File: src/rtl/dht11_read_scheduler.sv
// DHT11 read scheduler: paces start pulses to the bit-level read engine, times out
// hung reads, verifies the frame checksum, retries failures and holds the last good sample.
module dht11_read_scheduler #(
  parameter int PERIOD_CYC  = 100_000_000,
  parameter int MIN_GAP_CYC = 50_000_000,
  parameter int TIMEOUT_CYC = 10_000_000,
  parameter int MAX_RETRY   = 3
) (
  input  logic        clk,
  input  logic        rst,
  input  logic        auto_en,
  input  logic        trig,
  output logic        eng_start,
  input  logic        eng_done,
  input  logic [39:0] eng_data,
  output logic [7:0]  hum_int,
  output logic [7:0]  hum_dec,
  output logic [7:0]  temp_int,
  output logic [7:0]  temp_dec,
  output logic        data_valid,
  output logic        new_sample,
  output logic        read_fail,
  output logic [7:0]  err_cnt,
  output logic [2:0]  state_dbg
);

  localparam logic [2:0] S_IDLE  = 3'd0;
  localparam logic [2:0] S_ISSUE = 3'd1;
  localparam logic [2:0] S_WAIT  = 3'd2;
  localparam logic [2:0] S_CHECK = 3'd3;

  localparam int GW = (MIN_GAP_CYC > 1) ? $clog2(MIN_GAP_CYC + 1) : 1;
  localparam int PW = (PERIOD_CYC > 2) ? $clog2(PERIOD_CYC) : 1;
  localparam int TW = (TIMEOUT_CYC > 2) ? $clog2(TIMEOUT_CYC) : 1;

  localparam logic [GW-1:0] GAP_MAX     = GW'(MIN_GAP_CYC);
  localparam logic [PW-1:0] PERIOD_LAST = PW'(PERIOD_CYC - 1);
  localparam logic [TW-1:0] TMO_LAST    = TW'(TIMEOUT_CYC - 1);
  localparam logic [2:0]    RETRY_MAX   = 3'(MAX_RETRY);

  logic [2:0]    state_q,   state_d;
  logic [GW-1:0] gap_q,     gap_d;
  logic [PW-1:0] period_q,  period_d;
  logic [TW-1:0] tmo_q,     tmo_d;
  logic          pending_q, pending_d;
  logic [2:0]    retry_q,   retry_d;
  logic [39:0]   frame_q,   frame_d;
  logic [31:0]   sample_q,  sample_d;
  logic          valid_q,   valid_d;
  logic          new_q,     new_d;
  logic          fail_q,    fail_d;
  logic [7:0]    err_q,     err_d;

  logic          period_tick;
  logic          attempt_fail;
  logic [7:0]    csum;
  logic          csum_ok;

  // 8-bit wraparound sum of the four data bytes must equal the checksum byte.
  assign csum    = frame_q[39:32] + frame_q[31:24] + frame_q[23:16] + frame_q[15:8];
  assign csum_ok = (csum == frame_q[7:0]);

  // Engine handshake: eng_start is a single-cycle request issued only from ISSUE;
  // eng_done is a single-cycle completion accepted only in WAIT_DONE, with
  // eng_data qualified by eng_done in that same cycle. Any other eng_done is dropped.
  always_comb begin
    state_d      = state_q;
    gap_d        = gap_q;
    period_d     = period_q;
    tmo_d        = tmo_q;
    pending_d    = pending_q;
    retry_d      = retry_q;
    frame_d      = frame_q;
    sample_d     = sample_q;
    valid_d      = valid_q;
    new_d        = 1'b0;
    fail_d       = 1'b0;
    err_d        = err_q;
    period_tick  = 1'b0;
    attempt_fail = 1'b0;

    if (!auto_en) begin
      period_d = '0;
    end else if (state_q != S_ISSUE) begin
      if (period_q == PERIOD_LAST) begin
        period_d    = '0;
        period_tick = 1'b1;
      end else begin
        period_d = period_q + 1'b1;
      end
    end

    if (trig || period_tick) begin
      pending_d = 1'b1;
    end

    case (state_q)
      S_IDLE: begin
        if (gap_q != GAP_MAX) begin
          gap_d = gap_q + 1'b1;
        end
        // Launch consumes the merged request; only a trig in this very cycle survives.
        if (pending_q && (gap_q == GAP_MAX)) begin
          state_d   = S_ISSUE;
          pending_d = trig;
          period_d  = '0;
        end
      end
      S_ISSUE: begin
        tmo_d   = '0;
        state_d = S_WAIT;
      end
      S_WAIT: begin
        if (eng_done) begin
          frame_d = eng_data;
          state_d = S_CHECK;
        end else if (tmo_q == TMO_LAST) begin
          attempt_fail = 1'b1;
          gap_d        = '0;
          state_d      = S_IDLE;
        end else begin
          tmo_d = tmo_q + 1'b1;
        end
      end
      S_CHECK: begin
        gap_d   = '0;
        state_d = S_IDLE;
        if (csum_ok) begin
          sample_d = frame_q[39:8];
          valid_d  = 1'b1;
          new_d    = 1'b1;
          retry_d  = '0;
        end else begin
          attempt_fail = 1'b1;
        end
      end
      default: begin
        state_d = S_IDLE;
      end
    endcase

    if (attempt_fail) begin
      if (err_q != 8'hFF) begin
        err_d = err_q + 1'b1;
      end
      if (retry_q < RETRY_MAX) begin
        retry_d   = retry_q + 1'b1;
        pending_d = 1'b1;
      end else begin
        fail_d  = 1'b1;
        retry_d = '0;
      end
    end
  end

  always_ff @(posedge clk) begin
    if (rst) begin
      state_q   <= S_IDLE;
      gap_q     <= '0;
      period_q  <= '0;
      tmo_q     <= '0;
      pending_q <= 1'b0;
      retry_q   <= '0;
      frame_q   <= '0;
      sample_q  <= '0;
      valid_q   <= 1'b0;
      new_q     <= 1'b0;
      fail_q    <= 1'b0;
      err_q     <= '0;
    end else begin
      state_q   <= state_d;
      gap_q     <= gap_d;
      period_q  <= period_d;
      tmo_q     <= tmo_d;
      pending_q <= pending_d;
      retry_q   <= retry_d;
      frame_q   <= frame_d;
      sample_q  <= sample_d;
      valid_q   <= valid_d;
      new_q     <= new_d;
      fail_q    <= fail_d;
      err_q     <= err_d;
    end
  end

  assign eng_start  = (state_q == S_ISSUE);
  assign hum_int    = sample_q[31:24];
  assign hum_dec    = sample_q[23:16];
  assign temp_int   = sample_q[15:8];
  assign temp_dec   = sample_q[7:0];
  assign data_valid = valid_q;
  assign new_sample = new_q;
  assign read_fail  = fail_q;
  assign err_cnt    = err_q;
  assign state_dbg  = state_q;

endmodule

File: config.mk
export PLATFORM = sky130hd
export DESIGN_NAME = dht11_read_scheduler
export DESIGN_NICKNAME = d
export VERILOG_FILES = /design/src/rtl/dht11_read_scheduler.sv
export SDC_FILE = /design/constraint.sdc
export NUM_CORES = 1
export LEC_CHECK = 0
export ABC_AREA = 0
export CORE_UTILIZATION = 50
export DETAILED_ROUTE_END_ITERATION = 7
export GPL_TIMING_DRIVEN = 0
export HOLD_SLACK_MARGIN = 0.05
export PLACE_DENSITY = 0.72
export SLEW_MARGIN = 20
export SYNTH_ARGS = -nofsm -noshare
export SYNTH_HDL_FRONTEND = slang
export SYNTH_SLANG_ARGS = --single-unit
File: constraint.sdc
create_clock -name clk -period 4.2 [get_ports clk]
set_input_delay 0.84 -clock clk [delete_from_list [all_inputs] [get_ports clk]]
set_output_delay 0.84 -clock clk [all_outputs]
set_load 0.02 [all_outputs]
---- Yosys cells after proc, flatten, opt, wreduce, memory -nomap -nowiden ----
Cells that the tools add are included.
word-level totals
  register bits after elaboration ......... 167
  input port bits ......................... 45
  word-level logic and storage cells ...... 89
operators by class
  add/sub/neg operators ................... 8
  $lt $le $gt $ge ......................... 1
  eq/ne operators ......................... 16
  multiplexer cells ....................... 34
  bitwise gates (word level) .............. 2
  reductions and logical operators ........ 16
operators by type and width
  kind                     count
  $mux W27                 5
  $mux W26                 3
  $pmux W26 S3             1
  $mux W24                 2
  $pmux W24 S2             1
  $add A27 B1 Y27 const B  1
  $eq A27 B27 Y1 const B   1
  $add A26 B1 Y26 const B  1
  $eq A26 B26 Y1 const B   1
  $ne A26 B26 Y1 const B   1
  $add A24 B1 Y24 const B  1
  $add A8 B8 Y8            3
  $eq A24 B24 Y1 const B   1
  $mux W3                  7
  $mux W1                  13
  $ne A2 B2 Y1 const B     5
  $reduce_and A2 Y1        5
  $pmux W3 S3              1
  $add A8 B1 Y8 const B    1
  $eq A8 B8 Y1             1
  $ne A8 B8 Y1 const B     1
  $eq A3 B2 Y1 const B     2
  $reduce_bool A2 Y1       3
  $reduce_and A4 Y1        1
  other kinds (13)         15

---- Longest topological paths before layout ----
  depth after elaboration ................. 10
  mapped depth ............................ 13

---- Worst setup path after synthesis ----
Ideal clock, no wire load.
  path type ............................... register -> register
  start point ............................. reg frame_q[9]
  end point ............................... reg err_q[2] (netlist: err_cnt[2])
  setup time .............................. 0.121 ns
  arrival ................................. 3.485 ns
  data required time ...................... 4.079 ns
  setup slack ............................. 0.594 ns
  cell stages (with the launch flop) ...... 13
  cell sequence ........................... dfxtp_1 -> fa_1 -> inv_1 -> fa_1 -> inv_1 -> ha_1 -> fa_1 -> xnor2_1 -> nand4_1 -> nor4_1 -> o2111ai_1 -> nand4_1 -> mux2_2
on the way
  cells in the longest elaborated chain, start to end .. 5
ends and longest elaborated chain
  item                                RTL line  RTL
  start: declaration                  47        logic [39:0] frame_q, frame_d;
  start signal: assignment            177       frame_q <= frame_d;
  $add A8 B8 Y8                       60        assign csum = frame_q[39:32] + frame_q[31:24] + frame_q[23:16] + frame_q[15:8];
  $eq A8 B8 Y1                        61        assign csum_ok = (csum == frame_q[7:0]);
  $mux W1                             128       if (csum_ok) begin
  $pmux W1 S2                         97        case (state_q)
  $reduce_and A2 Y1 (no source line)  -
  end signal: assignment              182       err_q <= err_d;
  end: declaration                    52        logic [7:0] err_q, err_d;
No other way between the ends.
A chain may end at the register's enable or synchronous reset.

---- Worst setup path after layout ----
  start point ............................. reg frame_q[9]
  end point ............................... reg sample_q[10]
on the way
  cells in the longest elaborated chain, start to end .. 3
ends and longest elaborated chain
  item                                RTL line  RTL
  $add A8 B8 Y8                       60
  $eq A8 B8 Y1                        61
  $reduce_and A2 Y1 (no source line)  -
  end signal: assignment              178       sample_q <= sample_d;
  end: declaration                    48        logic [31:0] sample_q, sample_d;
No other way between the ends.

==> flow_summary.ini <==
[status]
run_status = finished, final reports clean

[placed_design]
hpwl_um = 14400
numPortBuffers = 90
dpl-instance-area_um2 = 9060
finalWeightedCongestion = 0.876
place.detailed.instances = 1237

[logic_synthesis]
yosys.area.top_type_share = 0.421
asyncSetResetFlopFracSynth = 0
yosysUniqueCellTypes = 68
yosys_register_bits = 166
synth_flop_cell = sky130_fd_sc_hd__dfxtp_1
synth_top_cell_by_area = sky130_fd_sc_hd__dfxtp_1
yosysWarningCount = 0
postSynthCellCount = 936
synth-edff-count = 0
synth_area_leaders = sky130_fd_sc_hd__dfxtp_1 42%, sky130_fd_sc_hd__a21oi_1 6.4%, sky130_fd_sc_hd__nand2_1 5.7%, sky130_fd_sc_hd__xnor2_1 5.0%, sky130_fd_sc_hd__nor2_1 4.3%
synthesis.area_um2 = 7900
syn_avg_cell_area_um2 = 8.44
post_synthesis_net_count = 1008
seq_area_frac_synth = 0.421

[global_route]
grt_util_met1 = 0.358
largest_net_degree_at_the_start_of_global_routing = 17
grt_use_met3 = 0.0526
busiest_layer = met2
antenna_found_initial = 0
first_pass_grt_wire_length_um = 32500
overflow = 0
number_of_global_route_vias_before_repair = 6492
track_usage = 0.255
grtUsageMet2 = 0.384

[layout]
n_antenna_cell = 0
area_growth_pct = 23.2
post-route-cell-area_um2 = 9730
layout.nets = 1120
layout-drive-gt1-share = 0.0614
finalNonFillerCells = 1270

[clock_network]
htree_num_levels = 4
clock_tree.buffer_depth = 2
cts_root_buf = sky130_fd_sc_hd__clkbuf_16
clkLatencyLatePin_ps = 440
cts_made_buffers = 17
tritoncts_num_sinks = 166
cts_tree = built
clkTransAtPathRegs_ps = 60

[floorplan]
initial_core_util = 0.516
ios = 92
core_area_um2 = 15300
design.die.area_um2 = 16300
rows = 45
dieWidth_um = 128
die_height_um = 128

[power]
cellInternalPower_mw = 2.67
power.clock.fraction = 0.496
comb_power_share = 0.030
sequential_fraction_of_design_power = 0.474
leakage_power_nw = 3.37
pwr_density_cell_nw_per_um2 = 343
p_total_mw = 3.34
power.share.switching = 0.203
p_sw_uw = 677
peakVddDrop_mv = 0.310

[worst_setup_path]
ff2ff_setup_slack_ps = 340
timing.reg2reg.worst_path_depth = 14
critPathKind = flop to flop
crit_path_end_kind = flop
rr_startpoint = frame_q[9]
startpoint_type = flop
crit_path_max_fanout = 10
regToRegEndpoint = sample_q[10]
worst_path_arrival_time_ps = 4160
critical_path_required_ps = 4500

[sta]
hold_vio_cnt_final = 0
timing.final.crit_period_ps = 3860
tns_ps = 0
rsz0062_at_grt = false
final_min_period_over_clock_period = 0.918
final-max-slew-violation-count = 0
achievable-frequency_mhz = 259
worst_slew_margin_rel = 0.418
clock-skew-final_ps = 8.73
setup_violations = 0
worstMarginPinSlew_ps = 865

[route]
routedWlPerCell_um = 15.7
first_pass_iters = 5
drcViolationCount = 0
detail_route.vias_per_cell = 5.54
drt_first_iter_violations = 474
num_vias = 7042
route.antenna.remaining_nets = 0
wirelength_um = 19900

[flow_run]
cap_violations = 0

[min_path]
worstHoldEndpoint = frame_q[0]
worst_hold_startpoint = frame_q[0]
hold_path_depth = 2
hold_class = flop to flop
-- registers in the layout, summed over array words and instances (netlist names) --
register    cells
frame_q        40
sample_q       32
period_q       27
gap_q          26
tmo_q          24
err_cnt         8
retry_q         3
state_dbg       2
data_valid      1
new_sample      1
pending_q       1
read_fail       1
-- logic make-up after synthesis --
| logic type | share of synthesized area |
|---|---|
| fa+ha+maj | 0.0561 |
| mux | 0.0122 |
| xor+xnor | 0.0866 |
| simple gates | 0.236 |
| flops | 0.421 |
| compound gates | 0.144 |
| buf+inv | 0.0432 |
| other cells | 0.000475 |
-- through the flow --
| step | hold slack [ps] | worst slack (ps) | util |
|---|---|---|---|
| 4_1_cts | 470 | 95.8 | 0.634 |
| 2_1_floorplan | 443 | 594 | - |
| 5_1_grt | 487 | 98.0 | 0.635 |
| 3_5_place_dp | 462 | -169 | 0.592 |
| 3_3_place_gp | 457 | -150 | 0.592 |
| 6_report | 471 | 344 | 0.635 |
-- critical path, cell delays in order, from the launching register on --
cell	delay, ps
sky130_fd_sc_hd__dfxtp_1	360
sky130_fd_sc_hd__fa_1	550
sky130_fd_sc_hd__inv_1	60
sky130_fd_sc_hd__fa_1	500
sky130_fd_sc_hd__inv_1	40
sky130_fd_sc_hd__ha_1	220
sky130_fd_sc_hd__fa_1	520
sky130_fd_sc_hd__xnor2_1	130
sky130_fd_sc_hd__nand4_1	200
sky130_fd_sc_hd__nor4_4	230
sky130_fd_sc_hd__o2111ai_2	190
sky130_fd_sc_hd__buf_4	200
sky130_fd_sc_hd__clkbuf_1	200
sky130_fd_sc_hd__o21ai_0	230
sky130_fd_sc_hd__a21oi_1	90
-- cells in the mapped netlist, types with 3 or more instances --
master	instances
sky130_fd_sc_hd__a21oi_1	101
sky130_fd_sc_hd__fa_1	14
sky130_fd_sc_hd__o21ai_0	37
sky130_fd_sc_hd__or4_1	4
sky130_fd_sc_hd__nor2_1	91
sky130_fd_sc_hd__buf_2	12
sky130_fd_sc_hd__nor3_1	11
sky130_fd_sc_hd__mux2i_1	4
sky130_fd_sc_hd__a2111oi_0	5
sky130_fd_sc_hd__or3_1	8
sky130_fd_sc_hd__inv_1	30
sky130_fd_sc_hd__dfxtp_1	166
sky130_fd_sc_hd__nand2b_1	4
sky130_fd_sc_hd__clkbuf_1	34
sky130_fd_sc_hd__nand3_1	63
sky130_fd_sc_hd__xor2_1	28
sky130_fd_sc_hd__nand4_1	26
sky130_fd_sc_hd__ha_1	13
sky130_fd_sc_hd__a41o_1	4
sky130_fd_sc_hd__nor2b_1	7
sky130_fd_sc_hd__mux2_2	5
sky130_fd_sc_hd__o2111a_1	3
sky130_fd_sc_hd__nor4bb_1	3
sky130_fd_sc_hd__xnor2_1	45
sky130_fd_sc_hd__nand2_1	119
sky130_fd_sc_hd__and4_1	4
sky130_fd_sc_hd__and2_1	8
sky130_fd_sc_hd__nor4_1	12
sky130_fd_sc_hd__and3_1	14
sky130_fd_sc_hd__buf_1	4
sky130_fd_sc_hd__a211oi_1	13
-- worst max-delay path by stage --
| stage | startpoint | to | slack, ps |
|---|---|---|---|
| 6_report | frame_q[9] | sample_q[10] | 340 |
| 5_1_grt | frame_q[9] | sample_q[12] | 100 |
| 4_1_cts | frame_q[9] | sample_q[15] | 100 |
| 3_5_place_dp | frame_q[9] | sample_q[23] | -170 |
| 3_3_place_gp | frame_q[9] | sample_q[23] | -150 |
| 2_1_floorplan | frame_q[9] | err_cnt[2] | 590 |
-- power groups by stage --
stage          registers [mW]  clock network (mW)  logic [mW]
6_report                 1.58                1.66       0.101
5_1_grt                  1.58                1.75       0.108
4_1_cts                  1.58                1.67       0.101
3_5_place_dp             1.62                   0       0.100
3_3_place_gp             1.62                   0      0.0994
2_1_floorplan            1.62                   0      0.0408
-- final cells by class --
type	instances	area (µm²)
inverter	32	120
clock buffer	22	474
timing repair buffer	93	923
sequential	166	3320
tap	211	264
multi-input combinational	686	4260
clock inverter	8	146
buffer	52	224
fill	1371	5580
-- routing by layer --
metal | share of wire | vias to the layer above
li1 | - | 3498
met1 | 0.48 | 3346
met2 | 0.45 | 166
met3 | 0.046 | 32
met4 | 0.020 | 0
met5 | 0 | -
-- cells in the final DEF (no fill, tap or decap), drive strengths merged, types with 8 or more instances in the layout --
| cell type | count |
|---|---|
| a211oi | 13 |
| a21oi | 102 |
| and2 | 8 |
| and3 | 14 |
| buf | 21 |
| clkbuf | 56 |
| clkdlybuf4s50 | 90 |
| dfxtp | 166 |
| fa | 14 |
| ha | 13 |
| inv | 32 |
| nand2 | 119 |
| nand3 | 63 |
| nand4 | 26 |
| nor2 | 92 |
| nor3 | 12 |
| nor4 | 13 |
| o21ai | 39 |
| or3 | 8 |
| xnor2 | 45 |
| xor2 | 28 |
-- timing repair --
item | CTS | global route
hold buffers | 0 | 0
gates cloned | 0 | 0
resized for setup | 3 | 5
pin swaps | 1 | 1
endpoints found under the setup margin | 32 | 30
buffers inserted | 3 | 0
(Power assumes the default switching activity.)
==> edit, RTL diff (same flow settings) <==
Change the parameter `MIN_GAP_CYC` from 50_000_000 to 12_500_000.
--- a/src/rtl/dht11_read_scheduler.sv
+++ b/src/rtl/dht11_read_scheduler.sv
@@ -4,3 +4,3 @@
   parameter int PERIOD_CYC  = 100_000_000,
-  parameter int MIN_GAP_CYC = 50_000_000,
+  parameter int MIN_GAP_CYC = 12_500_000,
   parameter int TIMEOUT_CYC = 10_000_000,
Function: same outputs for any inputs over 10 cycles, from zero or initial values and one cycle with rst high; that may be too few to reach the edited logic, so the function may still have changed.
==> edit against the unedited design <==
  * Combinational power is 6% lower
  * Design area shrank 4.6%
  * Worst setup slack worse by 0.20 ns
  * Power shrank 0.36%
  * First-iteration DRC count is 8.9% lower
  * Area after synthesis decreased by 6.4%
  * Wire length is 15% lower
  * Sequential cell count shrank 2
  * Global-route usage shrank 2.1 points
  * Critical endpoint is now sample_q[15]$_SDFFE_PP0P_
  * Largest power group unchanged
  * Highest routed layer unchanged
==> edit: results (changes against the unedited design) <==
STA
  – Rel. slew slack: 34.3% (-7.6 points)
  – Skew final: 0.00850 ns (-0.000227 ns)
  – Worst hold slack: 0.472 ns (+0.00162 ns)

Synth
  – Ys async rst share: 0% (unchanged)
  – Most area-consuming cells after synthesis: dfxtp_1 (44%), nor2_1 (7.0%), nand2_1 (6.3%), xnor2_1 (6.2%), mux2i_1 (4.6%)
  – Syn Nets: 919 (-8.8%)
  – Seq/Total Area, Yosys: 44.4% (+2.3 points)
  – Synth cell types: 53 (-22%)
  – Top post-synthesis cells by count: dfxtp_1 (164), nor2_1 (138), nand2_1 (124)

Placed design
  – GP Congestion: 0.860 (-1.9%)
  – DP HPWL: 12,000 um (-17%)

Pwr
  – Leak: 3.30 nW (-2.0%)
  – Max IR drop VDD: 0.000284 V (-8.3%)

Final layout
  – Share of cells above drive strength 1: 6.26% (+0.12 points)
  – Final nets: 1,033 (-7.8%)
  – Top Registers: frame_q (40), sample_q (32), period_q (27)

Worst setup path
  – Reg2reg path depth: 16 (+2)
  – Arr. time, crit path: 4.36 ns (+0.20 ns)
  – Reg-to-Reg End: sample_q[15]$_SDFFE_PP0P_
  – R2R Setup Slk: 0.14 ns (-0.20 ns)

Global routing
  – First-pass GRT wire length: 27,500 um (-15%)
  – Total GRT Usage: 23.4% (-2.1 points)
  – Vias in the first global route: 5,738 (-12%)

Clocking
  – CTS Buffer Depth: 2 (unchanged)

Routing
  – DRT iter0 DRCs: 432 (-8.9%)
  – Via count: 5,965 (-15%)
  – Routed length per instance: 14.6 um (-6.5%)

Worst hold path
  – Hold wc startpoint: period_q[1]$_SDFF_PP0_
  – Hold Path End: period_q[1]$_SDFF_PP0_

Outcome
  – Status: completed
==> edit: logic make-up (layout without fill, tap and decap cells) <==
logic type,count (synthesis),count (layout),share of synthesized area (%)
and+or+nand+nor,391,391,24.9
DFF,164,164,44.4
xor gates and xnor gates,90,90,10.7
AOI/OAI and AO/OA,77,77,5.91
buffers and inverters,62,189,3.28
muxes,35,35,4.76
adders and majority gates,27,27,5.99
other,1,1,0.0507
==> edit: how the worst max path moves through the flow <==
stage                                      endpoint  depth (start not counted)
after floorplan           sample_q[10]$_SDFFE_PP0P_                         13
after global placement    sample_q[11]$_SDFFE_PP0P_                         14
after detailed placement   sample_q[5]$_SDFFE_PP0P_                         13
after CTS                   err_cnt[5]$_SDFFE_PP0P_                         14
after global routing      sample_q[15]$_SDFFE_PP0P_                         16
final                     sample_q[15]$_SDFFE_PP0P_                         16
==> edit: per-layer routing <==
layer  vias up  GRT usage [%]  part of all wire [%]
li1       3063              -                     -
met1      2746           32.1                    48
met2       139           36.5                    45
met3        17           5.63                   5.2
met4         0           6.55                   1.1
met5         -              0                     0
==> edit: worst max-delay path, stage by stage (launching register included) <==
cell	delay, ns
dfxtp_1	0.35
fa_1	0.55
inv_1	0.07
fa_1	0.51
inv_1	0.05
ha_1	0.21
fa_1	0.41
a21o_1	0.21
a21oi_2	0.18
o21ai_2	0.10
xnor2_2	0.19
buf_4	0.17
nor4_4	0.27
buf_6	0.19
buf_8	0.17
mux2i_1	0.24
nor2_1	0.07
==> edit: timing repair <==
action,CTS,global route
pin swaps,3,6
setup buffers,3,2
resized for setup,8,13
endpoints found under the setup margin,36,40
==> edit: cell type report <==
type / count / area, um^2
buffer: 36 / 175
clock buffer: 18 / 439
clock inverter: 14 / 203
fill: 1233 / 5190
inverter: 26 / 97.6
multi-input combinational: 621 / 3910
sequential: 164 / 3280
tap: 184 / 230
timing repair buffer: 95 / 946
==> edit: where the power goes <==
part           internal [mW]  total [mW]  switching [mW]  leakage, nW
logic                 0.0477      0.0948          0.0471         1.67
registers               1.56        1.56         0.00312         1.32
clock network           1.02        1.67           0.654        0.305
total                   2.63        3.33           0.704         3.30
==> edit: per-stage QoR <==
| stage | std cells | TNS [ns] | worst slack (ns) | cell area, um^2 |
|---|---|---|---|---|
| floorplan | 847 | 0 | 0.240 | 7390 |
| global placement | 1121 | -8.76 | -0.321 | 8520 |
| finish | 1158 | 0 | 0.139 | 9290 |
| CTS | 1156 | 0 | 0.00655 | 9220 |
| global route | 1158 | -0.0247 | -0.0155 | 9290 |
| detailed placement | 1121 | -11.62 | -0.428 | 8520 |
